==> src/rtl/mips_cpu_bus_arbiter.sv <==
// Two-master arbiter that funnels instruction fetches and data loads/stores onto one Avalon master port.
// Tie-break policy: define ARB_ROUND_ROBIN_EN for round-robin, otherwise the data port wins ties.
module mips_cpu_bus_arbiter (
    input  logic        clk,
    input  logic        rst,

    input  logic        i_read,
    input  logic [31:0] i_address,
    output logic [31:0] i_readdata,
    output logic        i_ack,

    input  logic        d_read,
    input  logic        d_write,
    input  logic [31:0] d_address,
    input  logic [31:0] d_writedata,
    input  logic [3:0]  d_byteenable,
    output logic [31:0] d_readdata,
    output logic        d_ack,

    output logic [31:0] address,
    output logic        read,
    output logic        write,
    output logic [31:0] writedata,
    output logic [3:0]  byteenable,
    input  logic        waitrequest,
    input  logic [31:0] readdata
);

    typedef enum logic [1:0] {
        S_IDLE = 2'd0,
        S_BUS  = 2'd1,
        S_RESP = 2'd2
    } state_t;

    state_t      state_q;
    logic        grant_data_q;
    logic [31:0] address_q;
    logic        read_q;
    logic        write_q;
    logic [31:0] writedata_q;
    logic [3:0]  byteenable_q;
    logic [31:0] i_readdata_q;
    logic [31:0] d_readdata_q;
    logic        i_ack_q;
    logic        d_ack_q;

    logic        i_pend;
    logic        d_pend;
    logic        pick_data_d;

`ifdef ARB_ROUND_ROBIN_EN
    // 1 when the data port received the most recent grant
    logic        last_data_q;
`endif

    assign i_pend = i_read;
    assign d_pend = d_read | d_write;

    always_comb begin
        pick_data_d = 1'b0;
`ifdef ARB_ROUND_ROBIN_EN
        if (d_pend && i_pend) begin
            pick_data_d = ~last_data_q;
        end else begin
            pick_data_d = d_pend;
        end
`else
        pick_data_d = d_pend;
`endif
    end

    always_ff @(posedge clk or posedge rst) begin
        if (rst) begin
            state_q      <= S_IDLE;
            grant_data_q <= 1'b0;
            address_q    <= 32'h0;
            read_q       <= 1'b0;
            write_q      <= 1'b0;
            writedata_q  <= 32'h0;
            byteenable_q <= 4'h0;
            i_readdata_q <= 32'h0;
            d_readdata_q <= 32'h0;
            i_ack_q      <= 1'b0;
            d_ack_q      <= 1'b0;
`ifdef ARB_ROUND_ROBIN_EN
            last_data_q  <= 1'b0;
`endif
        end else begin
            case (state_q)
                S_IDLE: begin
                    if (i_pend || d_pend) begin
                        grant_data_q <= pick_data_d;
`ifdef ARB_ROUND_ROBIN_EN
                        last_data_q  <= pick_data_d;
`endif
                        if (pick_data_d) begin
                            // Simultaneous read and write is issued as a write
                            address_q    <= d_address;
                            read_q       <= d_read & ~d_write;
                            write_q      <= d_write;
                            writedata_q  <= d_writedata;
                            byteenable_q <= d_byteenable;
                        end else begin
                            address_q    <= i_address;
                            read_q       <= 1'b1;
                            write_q      <= 1'b0;
                            writedata_q  <= 32'h0;
                            byteenable_q <= 4'hF;
                        end
                        state_q <= S_BUS;
                    end
                end
                S_BUS: begin
                    if (!waitrequest) begin
                        if (read_q) begin
                            if (grant_data_q) begin
                                d_readdata_q <= readdata;
                            end else begin
                                i_readdata_q <= readdata;
                            end
                        end
                        read_q  <= 1'b0;
                        write_q <= 1'b0;
                        i_ack_q <= ~grant_data_q;
                        d_ack_q <= grant_data_q;
                        state_q <= S_RESP;
                    end
                end
                S_RESP: begin
                    i_ack_q <= 1'b0;
                    d_ack_q <= 1'b0;
                    state_q <= S_IDLE;
                end
                default: begin
                    state_q <= S_IDLE;
                end
            endcase
        end
    end

    assign address    = address_q;
    assign read       = read_q;
    assign write      = write_q;
    assign writedata  = writedata_q;
    assign byteenable = byteenable_q;
    assign i_readdata = i_readdata_q;
    assign d_readdata = d_readdata_q;
    assign i_ack      = i_ack_q;
    assign d_ack      = d_ack_q;

endmodule

==> config.mk <==
export PLATFORM = sky130hd
export DESIGN_NAME = mips_cpu_bus_arbiter
export DESIGN_NICKNAME = d
export VERILOG_FILES = /design/src/rtl/mips_cpu_bus_arbiter.sv
export SDC_FILE = /design/constraint.sdc
export NUM_CORES = 1
export LEC_CHECK = 0
export BUFFER_PORTS_ARGS = -buffer_cell sky130_fd_sc_hd__buf_4
export CAP_MARGIN = 20
export CORE_ASPECT_RATIO = 1.75
export CORE_MARGIN = 3
export CORE_UTILIZATION = 45
export DETAILED_ROUTE_END_ITERATION = 16
export PLACE_DENSITY = 0.79
export SLEW_MARGIN = 20
export SYNTH_ARGS = -nofsm -noshare
export SYNTH_HDL_FRONTEND = slang
export SYNTH_SLANG_ARGS = --single-unit
==> constraint.sdc <==
create_clock -name clk -period 9.4 [get_ports clk]
set_input_delay 1.88 -clock clk [delete_from_list [all_inputs] [get_ports clk]]
set_output_delay 1.88 -clock clk [all_outputs]
set_load 0.02 [all_outputs]
== After elaboration in Yosys (flattened, before gate mapping) ==
Index checks and enable logic that the tools add are counted.

* Output and inout bits: 136
* Register bits after elaboration: 139
* Bits of input ports: 138
* Logic and storage cells: 47

* Eq/ne operators: 4
* Multiplexer cells: 17
* Reduce and logical (&&, ||, !) cells: 10
* Bitwise gates (word level): 5

{| class="wikitable"
|+ Operators by type and width
! cell !! number
|-
| $mux W32 || 2
|-
| $pmux W1 S2 || 4
|-
| $reduce_and A4 Y1 || 2
|-
| $mux W1 || 7
|-
| $reduce_and A2 Y1 || 3
|-
| $mux W2 || 2
|-
| $mux W4 || 1
|-
| $ne A2 B2 Y1 const B || 2
|-
| $pmux W2 S2 || 1
|-
| $reduce_bool A2 Y1 || 2
|-
| $not A1 Y1 || 3
|-
| $reduce_and A3 Y1 || 1
|-
| $eq A2 B1 Y1 const B || 1
|-
| $eq A2 B2 Y1 const B || 1
|-
| $logic_not A2 Y1 || 1
|-
| $and A1 B1 Y1 || 1
|-
| $logic_or A1 B1 Y1 || 1
|-
| $or A1 B1 Y1 || 1
|}

== Longest topological paths before layout ==
Gate-level depths: netlist (run 1).

* Depth in word-level cells: 5
* Gate-level depth with buffers: 6
* Mapped depth without buffers: 4

== Least setup slack after synthesis (run 1) ==
No wires, ideal clock.

* Kind: input to register
* From: input port d_write
* To: register address_q[0] (netlist: address[0])
* Buffers on the path: 1
* Arrival time: 3.111 ns
* Required time: 9.275 ns
* Path slack: 6.165 ns
* Setup time: 0.125 ns
* Stages on the path: 4
* Path through: nor2_1 > clkbuf_1 > mux2_2 > mux2_2

* Cells in the longest elaborated chain, start to end: 3
* Elaborated cells between the ends (all ways): 4
* Those cells by class: 1 x mux; 1 x bitwise; 2 x reduce/logical

{| class="wikitable"
|+ Ends and longest elaborated chain
! item !! RTL line !! source
|-
| from (decl) || 13 || <nowiki>input logic d_write,</nowiki>
|-
| $or A1 B1 Y1 * || 57 || <nowiki>assign d_pend = d_read | d_write;</nowiki>
|-
| $logic_or A1 B1 Y1 || 91 || <nowiki>if (i_pend || d_pend) begin</nowiki>
|-
| $reduce_and A2 Y1 (no source line) || n/a ||
|-
| to (signal assigned) || 98 || <nowiki>address_q <= d_address;</nowiki>
|-
| to (signal assigned) || 104 || <nowiki>address_q <= i_address;</nowiki>
|-
| to (decl) || 37 || <nowiki>logic [31:0] address_q;</nowiki>
|}

Every way passes the cells marked *; elsewhere a longest branch is shown, timed or not.
A chain may end at the register's enable or synchronous reset.

== Worst setup path after layout (run 1) ==
* From: input port waitrequest
* To: register i_readdata_q[13] (netlist: i_readdata[13])

* Cells in the longest elaborated chain, start to end: 2

{| class="wikitable"
|+ Ends and longest elaborated chain
! item !! RTL line !! source
|-
| from (decl) || 25 || <nowiki>input logic waitrequest,</nowiki>
|-
| $not A1 Y1 (no source line) || n/a ||
|-
| $reduce_and A4 Y1 (no source line) || n/a ||
|-
| to (signal assigned) || 119 || <nowiki>i_readdata_q <= readdata;</nowiki>
|-
| to (decl) || 42 || <nowiki>logic [31:0] i_readdata_q;</nowiki>
|}

No other way between the ends.

==> summary.txt, run 1 <==
STA
  • Fin crit period: 3.130 ns
  • Unrepaired setup endpoints after global routing: false
  • Hold Vio Cnt, Final: 0
  • Slew headroom: 48.25%
  • Clk_skew: 0.008359 ns
  • Final slew viol count: 0
  • Actual slew at the worst max-slew pin: roughly 0.78 ns
  • Final setup margin: 6.270 ns
  • Final TNS setup: 0 ns
  • Final Cycle Share: 33.30%
  • WHS: 0.4928 ns
  • Peak Freq: 319.5 MHz
  • Final setup viols: 0

Critical path
  • Critical Path AT: approximately 3.4 ns
  • Max FO, Critical Path: 32
  • Critical path data required time: 9.69 ns
  • Critical path endpoint category: flop
  • CP most frequent cell: buf_4
  • Setup crit start kind: input pin
  • WS Path Type: in -> reg
  • Slowest CP cell: buf_4
  • Delay-heaviest family, CP: simple AND/OR/NAND/NOR gates
  • Crit-path cells: buf_4 > or3b_4 > nor3b_4 > buf_4 > mux2_2
  • CP max stage delay: 0.42 ns
  • CP Buf/Inv Count: 2

Synthesis
  • Syn Area/Cell: 15.81 sq um
  • Main synth FF type: dfrtp_1
  • Synth warn: 0
  • Share of Yosys cell area claimed by the top area cell type: ~63%
  • Synthesized area: 0.005565 sq mm
  • Post-synth EDFFs: 0
  • Top-count cell post-synth: dfrtp_1
  • Sequential fraction of the synthesis area: 62.50%
  • Total nets after synthesis: 490
  • Distinct cells, synth: 27
  • Syn Inst Count: 352
  • Synth top area cells: dfrtp_1 (63%), mux2_2 (25%), a22o_1 (5.0%), buf_6 (1.2%), buf_2 (0.72%)
  • Synth area leader: dfrtp_1
  • Async S/R FF share, synth: 100.0%
  • Synth Register Bits: 139
  • Commonest cells in the netlist: dfrtp_1 (139), mux2_2 (125), a22o_1 (32)

Clock network
  • CTS buffer count: 17
  • Resized cells post-CTS: 0
  • Worst-path clk slew: 0.06 ns
  • Sink Count: 139
  • Root buffer selected by CTS: clkbuf_16
  • Hold buffer count at CTS: 0
  • Clock Latency Late Sink: 0.41 ns
  • Clk buf depth: 2
  • Postcts setup bufs: 0
  • TritonCTS clock tree: done
  • Number of H-tree levels: 4

Route
  • Total Wirelength: 14.70 mm
  • DR vias: 4103
  • DR vias/cell: 5.078
  • DRT antenna net count: 0
  • Routed len/inst: between 15 and 20 um
  • DRT iter0 DRCs: ~110
  • DR pass1 iterations: 4
  • Residual DRC: 0

Die
  • Num rows: 53
  • Die X: 90.07 um
  • Initial Util: 46.11%
  • Die Y: 153.1 um
  • Core Region: 0.01207 sq mm
  • # IOs: 274
  • Die ar.: 0.01379 sq mm

Global route
  • Largest net degree at the start of global routing: 87
  • Overflow after GRT: 0
  • First-pass GRT wire length: 23.20 mm
  • Initial antenna violation count: 0
  • GRT Overall Usage: around a fifth
  • Vias in the first global route: roughly 4500

Placed design
  • Placed cell area: 0.007749 sq mm
  • Routability Congestion: about 0.78
  • DP Cell Count: between 700 and 800
  • # port buffers: 273
  • Worst slack, placed: a little under 6 ns
  • DPL Wire Length: between 10 and 15 mm

Cells and area
  • Ant. Diodes: 0
  • Proportion of layout cells with a drive suffix above 1: 69.21%
  • Layout filler cell count: 906
  • Area Overhead vs Synth: 49.80%
  • Final Util: 69.08%
  • Fin area: 0.008337 sq mm
  • Nets: about 770
  • Post-route non-filler standard cell count: 808

Pwr
  • Maximum VDD drop: between 0.0002 and 0.00025 V
  • Total chip power: 3.143 mW
  • Power density cells: 377.0 mW/mm^2
  • P_leak: 4.080 nW

Status
  • Outcome: complete, no violations

Flow run
  • Max-cap violations: 0

Hold path
  • Worst Hold Class: reg -> reg
## cell type report
| class | count | area [sq um] | share of cell area [%] |
|---|---|---|---|
| clock buffers | 18 | 429.2 | 5.148 |
| flip-flops and latches | 139 | 3478 | 41.72 |
| clock inverters | 14 | 155.1 | 1.861 |
| well taps | 165 | 206.4 | 2.476 |
| repair buffers | 279 | 2098 | 25.17 |
| multi-input cells | 191 | 1957 | 23.47 |
| inverters | 2 | 12.51 | 0.1501 |
## metal layers
layer | track usage (%) | share of wire, %
met5 | 0 | 0
met4 | 11.03 | 4.1
met3 | 7.730 | 7.1
met2 | 37.59 | 55
met1 | 22.13 | 34
## cells by family (layout without fill, tap and decap cells)
logic type | Yosys count | count (layout) | share of synthesized area, %
compound gates | 43 | 43 | 6.497
flops | 139 | 139 | 62.50
buf+inv | 22 | 313 | 2.540
mux | 131 | 131 | 26.44
simple gates | 17 | 17 | 2.024
## flip-flops by register name, summed over array words and instances (netlist names)
signal        cells
i_readdata       32
byteenable        4
writedata        32
write             1
d_ack             1
i_ack             1
grant_data_q      1
state_q           2
d_readdata       32
read              1
address          32
## where the power goes
| part | total, mW | switching [mW] | internal (mW) |
|---|---|---|---|
| sequential | 1.08 | 0.181 | 0.895 |
| combinational | 1.41 | 0.720 | 0.688 |
| clock | 0.659 | 0.263 | 0.396 |
| total | 3.14 | 1.16 | 1.98 |
## cells in the final DEF, fill, tap and decap left out, types with 2 or more instances in the layout
master and n:
buf_4 278, dfrtp_1 139, mux2_2 125, a22o_1 32, clkbuf_16 17, inv_6 7, nand2_1 6, o22a_1 4
mux2_1 3, mux2i_1 3, clkinv_2 3, nor2_1 2, o21a_1 2, o21ai_0 2, bufinv_16 2
## worst paths after layout
| check | from | endpoint | slack [ns] | depth (start not counted) |
|---|---|---|---|---|
| max | waitrequest | i_readdata[13] | 6.27 | 5 |
| max in group asynchronous | rst | i_readdata[6] | 6.76 | 3 |
| min in group asynchronous | rst | writedata[24] | 1.50 | 2 |
| min reg2reg | d_readdata[30] | d_readdata[30] | 0.49 | 1 |
| max reg2reg | state_q[0] | i_readdata[13] | 7.32 | 4 |
| min | d_readdata[30] | d_readdata[30] | 0.49 | 1 |
(Power assumes the default switching activity.)
==> run 2: changes to the inputs <==
- clock period: 9.4 -> 2.94 ns (I/O delays scaled with it)
==> run 2 against run 1 <==
  * Register-to-register slack got worse by 6.4 ns
  * Die area unchanged
  * Cell count shrank 0.12%
  * Hold slack got worse by 0.15 ns
  * Combinational power rose to 3.2 times the previous value
  * Design area about the same
  * Total power grew to 3.2 times the previous value
  * Via count is 0.83% lower
  * Highest routed layer unchanged
==> summary.txt, run 2 (synthesis gave the netlist of run 1 again) <==
STA
  • Hold Vio Cnt, Final: 0
  • Unrepaired setup endpoints after global routing: false
  • Final setup viols: 0
  • Final TNS setup: 0 ns
  • Final slew viol count: 0
  • Fin crit period: around 2.1 ns
  • Slew headroom: roughly half
  • Peak Freq: 483.6 MHz
  • Actual slew at the worst max-slew pin: 0.7583 ns
  • Clk_skew: 0.01019 ns
  • Final Cycle Share: 70.34%

Global route
  • Met1 usage: 21.80%
  • Met2 usage: between 40% and 50%
  • Vias in the first global route: 4557
  • GRT Overall Usage: 21.75%
  • First-pass GRT wire length: 23.67 mm
  • Overflow after GRT: 0
  • Met3 GRT Util: 7.533%
  • Busiest grt layer: met2
  • Largest net degree at the start of global routing: 140
  • Initial antenna violation count: 0

Die
  • Initial Util: 46.11%
  • Die Y: roughly 150 um
  • Die ar.: 0.01379 sq mm
  • Core Region: 0.01207 sq mm
  • # IOs: 274
  • Num rows: 53
  • Die X: 90.07 um

Clock network
  • Hold buffer count at CTS: 0
  • Clock Latency Late Sink: 0.42 ns
  • Sink Count: roughly 140
  • Resized cells post-CTS: 0
  • Postcts setup bufs: 0
  • Number of H-tree levels: 4
  • Clk buf depth: 2
  • CTS buffer count: 17
  • Worst-path clk slew: 0.06 ns
  • TritonCTS clock tree: done
  • Root buffer selected by CTS: clkbuf_16

Flow run
  • Max-cap violations: 0

Critical path
  • Setup crit start kind: flop
  • Critical Path AT: around 2.4 ns
  • Critical path data required time: 3.23 ns
  • WS Path Type: reg -> reg
  • Critical path endpoint category: flop
  • Max FO, Critical Path: 32

Route
  • DR pass1 iterations: 4
  • Routed len/inst: 18.38 um
  • DRT iter0 DRCs: 110
  • Total Wirelength: 14.83 mm
  • Residual DRC: 0
  • DR vias/cell: 5.042
  • DRT antenna net count: 0
  • DR vias: between 4000 and 5000

Pwr
  • Total chip power: 10.01 mW
  • Power density cells: 1202 mW/mm^2
  • Maximum VDD drop: 0.0006061 V
  • P_leak: approximately 4.1 nW

Cells and area
  • Post-route non-filler standard cell count: 807
  • Ant. Diodes: 0
  • Nets: around 770
  • Proportion of layout cells with a drive suffix above 1: 69.16%
  • Final Util: 69.03%
  • Area Overhead vs Synth: 49.71%
  • Layout filler cell count: 899
  • Commonest non-fill, non-tap cells in the layout: buf_4 (278), dfrtp_1 (139), mux2_2 (125)
  • Most common library cell in the layout ignoring fill and taps: buf_4

Status
  • Outcome: complete, no violations

Placed design
  • Routability Congestion: a little under 0.8
  • DP Cell Count: approximately 780
  • # port buffers: 273
  • DPL Wire Length: 11.00 mm

Hold path
  • Worst Hold Class: in -> async
[run 2: cell types whose count changed in the layout (fill, tap and decap cells not counted), sizes merged]
cell,delta
inv,-4
clkinvlp,+2
clkinv,+1
[run 2: power breakdown]
| part | switching (mW) | total [mW] | internal [mW] |
|---|---|---|---|
| logic | 2.28 | 4.48 | 2.20 |
| registers | 0.598 | 3.46 | 2.86 |
| clock network | 0.820 | 2.07 | 1.25 |
| total | 3.70 | 10.0 | 6.31 |
[run 2: layout make-up]
type                    count  area (sq um)  area share, %
well taps                 165         206.4          2.478
clock inverters            13         142.6          1.712
clock buffers              18         429.2          5.151
inverters                   2         11.26         0.1352
flip-flops and latches    139          3478          41.75
repair buffers            279          2107          25.29
multi-input cells         191          1957          23.49
[run 2: critical path, stage by stage, from the launching register on]
cell and delay [ns]:
dfrtp_1 0.49, or3b_4 0.46, nor3b_4 0.17, buf_4 0.42, mux2_2 0.40
[run 2: metrics by stage]
step,cell area [sq um],worst slack [ns],hold slack (ns)
after floorplan,5569,0.6169,0.5303
after global placement,7760,0.7303,0.4725
after detailed placement,7760,0.6918,0.4804
after CTS,8332,0.8847,0.3655
after global routing,8332,0.7871,0.3663
final,8332,0.8720,0.3382
[run 2: per-layer routing]
metal,share of wire (%),vias to the layer above
li1,-,1838
met1,33,2032
met2,57,166
met3,7.0,33
met4,3.2,0
met5,0,-
[run 2: worst paths after layout]
path | from | endpoint | slack (ns) | cells after the start
setup / recovery | state_q[0] | i_readdata[7] | 0.87 | 4
hold / removal | rst | writedata[9] | 0.34 | 3
setup reg to reg | state_q[0] | i_readdata[7] | 0.87 | 4
hold reg to reg | i_readdata[28] | i_readdata[28] | 0.49 | 1
max in group asynchronous | rst | writedata[23] | 1.98 | 3
min in group clk | d_byteenable[3] | byteenable[3] | 0.38 | 2
==> run 3: changes to the inputs <==
- ABC_AREA: not set -> 1
- CORE_UTILIZATION: 45 -> 42
- PLACE_DENSITY: 0.79 -> 0.76
- clock period: 2.94 -> 1.7 ns (I/O delays scaled with it)
==> run 3 against run 2 <==
  * Design area up 4.4%
  * Global-route usage up 0.86 points
  * Setup slack worse by 0.55 ns
  * First-iteration DRC count up 79%
  * Routed wire length up 16%
  * Synthesized area up 5.3%
==> summary.txt, run 3 <==
Status
  • Outcome: complete, no violations

STA
  • Actual slew at the worst max-slew pin: 0.4614 ns
  • Unrepaired setup endpoints after global routing: false
  • Final slew viol count: 0
  • Final setup viols: 0
  • Fin crit period: approximately 1.4 ns
  • WHS: 0.05405 ns
  • Clk_skew: 0.01017 ns
  • Peak Freq: between 700 and 800 MHz
  • Slew headroom: 69.24%
  • Final Cycle Share: 80.78%
  • Hold Vio Cnt, Final: 0

Placed design
  • Routability Congestion: 0.7926
  • DPL Wire Length: 12.67 mm
  • # port buffers: 273

Pwr
  • Net Sw Frac: 41.15%
  • Flop pwr share: approximately 33%
  • Comb pwr share: roughly 46%
  • Clock power share: 21.0%
  • Maximum VDD drop: 0.0008400 V
  • Total chip power: 17.31 mW
  • Switching power total: 7.122 mW
  • Internal Power: 10.19 mW
  • P_leak: 4.876 nW
  • Power density cells: 1990 mW/mm^2

Route
  • DR vias: 5583
  • DRT iter0 DRCs: 197
  • DRT antenna net count: 0
  • Routed len/inst: between 10 and 15 um
  • DR vias/cell: 4.801
  • DR pass1 iterations: 4
  • Residual DRC: 0
  • Total Wirelength: 17.18 mm

Synthesis
  • Total nets after synthesis: 848
  • Post-synth EDFFs: 0
  • Sequential fraction of the synthesis area: between 50% and 60%
  • Async S/R FF share, synth: 100.0%
  • Synth warn: 0
  • Synth area leader: dfrtp_1
  • Syn Area/Cell: 8.256 sq um
  • Commonest cells in the netlist: nand2_1 (399), dfrtp_1 (139), nand3_1 (69)
  • Synth Register Bits: roughly 140
  • Synth top area cells: dfrtp_1 (59%), nand2_1 (26%), nand3_1 (5.9%), o21ai_0 (3.2%), buf_4 (1.5%)
  • Top-count cell post-synth: nand2_1
  • Share of Yosys cell area claimed by the top area cell type: 59.34%
  • Distinct cells, synth: 16
  • Synthesized area: 0.005862 sq mm
  • Main synth FF type: dfrtp_1
  • Syn Inst Count: 710

Global route
  • GRT Overall Usage: 22.62%
  • First-pass GRT wire length: between 20 and 30 mm
  • Overflow after GRT: 0
  • Vias in the first global route: between 5000 and 6000
  • Largest net degree at the start of global routing: 85
  • Initial antenna violation count: 0

Critical path
  • CP most frequent cell: nand2_1
  • Critical Path AT: 1.71 ns
  • CP max stage delay: 0.42 ns
  • Setup crit start kind: flop
  • Critical path data required time: 2.03 ns
  • WS Path Type: reg -> reg
  • Crit-path cells: inv_2 > nand2_1 > nor2_4 > buf_4 > nand3_1 > nand2_1
  • Slowest CP cell: dfrtp_1
  • Critical path endpoint category: flop
  • Max FO, Critical Path: 32

Cells and area
  • Ant. Diodes: 0
  • Final Util: ~64%
  • Proportion of layout cells with a drive suffix above 1: approximately a third
  • Commonest non-fill, non-tap cells in the layout: nand2_1 (397), buf_4 (283), dfrtp_1 (139)
  • Nets: between 1000 and 1500
  • Area Overhead vs Synth: 48.35%
  • Most common library cell in the layout ignoring fill and taps: nand2_1

Clock network
  • Resized cells post-CTS: 0
  • Clk buf depth: 2
  • Postcts setup bufs: 0
  • Sink Count: 139
  • TritonCTS clock tree: done
  • Clock Latency Late Sink: 0.40 ns
  • Worst-path clk slew: roughly 0.060 ns
  • Number of H-tree levels: 4
  • Hold buffer count at CTS: 0
  • CTS buffer count: 17
  • Root buffer selected by CTS: clkbuf_16

Die
  • Die ar.: 0.01547 sq mm
  • # IOs: 274
  • Die Y: 162.3 um
  • Num rows: 56
  • Core Region: 0.01352 sq mm
  • Initial Util: 43.35%
  • Die X: 95.31 um

Hold path
  • Worst Hold Class: in -> async

Flow run
  • Max-cap violations: 0
run 3: critical path, delay by kind of cell (launching register included):
| kind | cells | cell delay [ns] |
|---|---|---|
| and+or+nand+nor | 4 | 0.44 |
| buffers and inverters | 2 | 0.44 |
| DFF | 1 | 0.42 |
run 3: final timing paths:
path / startpoint / to / slack [ns] / depth (start not counted)
worst min register to register: writedata[17] / writedata[17] / 0.47 / 2
min in group clk: readdata[30] / d_readdata[30] / 0.15 / 3
max in group asynchronous: rst / writedata[16] / 1.24 / 3
worst min-delay path: rst / writedata[2] / 0.05 / 3
worst max register to register: state_q[1] / i_readdata[11] / 0.33 / 6
worst max-delay path: state_q[1] / i_readdata[11] / 0.33 / 6
run 3: layer usage:
metal | routed length (um) | part of all wire, % | global-route usage (%)
met2 | 9352 | 54 | 40.16
met3 | 1070 | 6.2 | 4.727
met1 | 6381 | 37 | 26.61
met5 | 0 | 0 | 0
met4 | 373 | 2.2 | 7.556
run 3: power groups by stage:
stage               combinational, mW  sequential, mW  clock (mW)
global placement                 7.87            5.77           0
floorplan                        2.52            7.57           0
CTS                              8.02            5.78        3.72
finish                           7.90            5.77        3.63
global route                     8.64            5.98        3.84
detailed placement               8.02            5.80           0
run 3: metrics by stage:
stage | cells | cell area (sq um) | worst slack (ns) | setup TNS [ns]
after floorplan | 710 | 5866 | -0.3751 | -52.14
after global placement | 1131 | 8110 | 0.3503 | 0
after detailed placement | 1131 | 8110 | 0.3205 | 0
after CTS | 1163 | 8696 | 0.3283 | 0
after global routing | 1163 | 8696 | 0.2057 | 0
final | 1163 | 8696 | 0.3267 | 0
run 3: logic make-up (layout without fill, tap and decap cells):
group | Yosys count | after routing | share of synthesized area (%)
buf+inv | 51 | 330 | 4.376
simple gates | 480 | 480 | 32.87
compound gates | 40 | 40 | 3.415
flops | 139 | 139 | 59.34
run 3: area by class of cell:
cell class                 instances  area (sq um)
inverter                           9         37.54
tap                              174         217.7
fill                            1196          4827
clock inverter                    12         138.9
clock buffer                      20         446.7
multi-input combinational        520          2132
sequential                       139          3478
timing repair buffer             289          2245
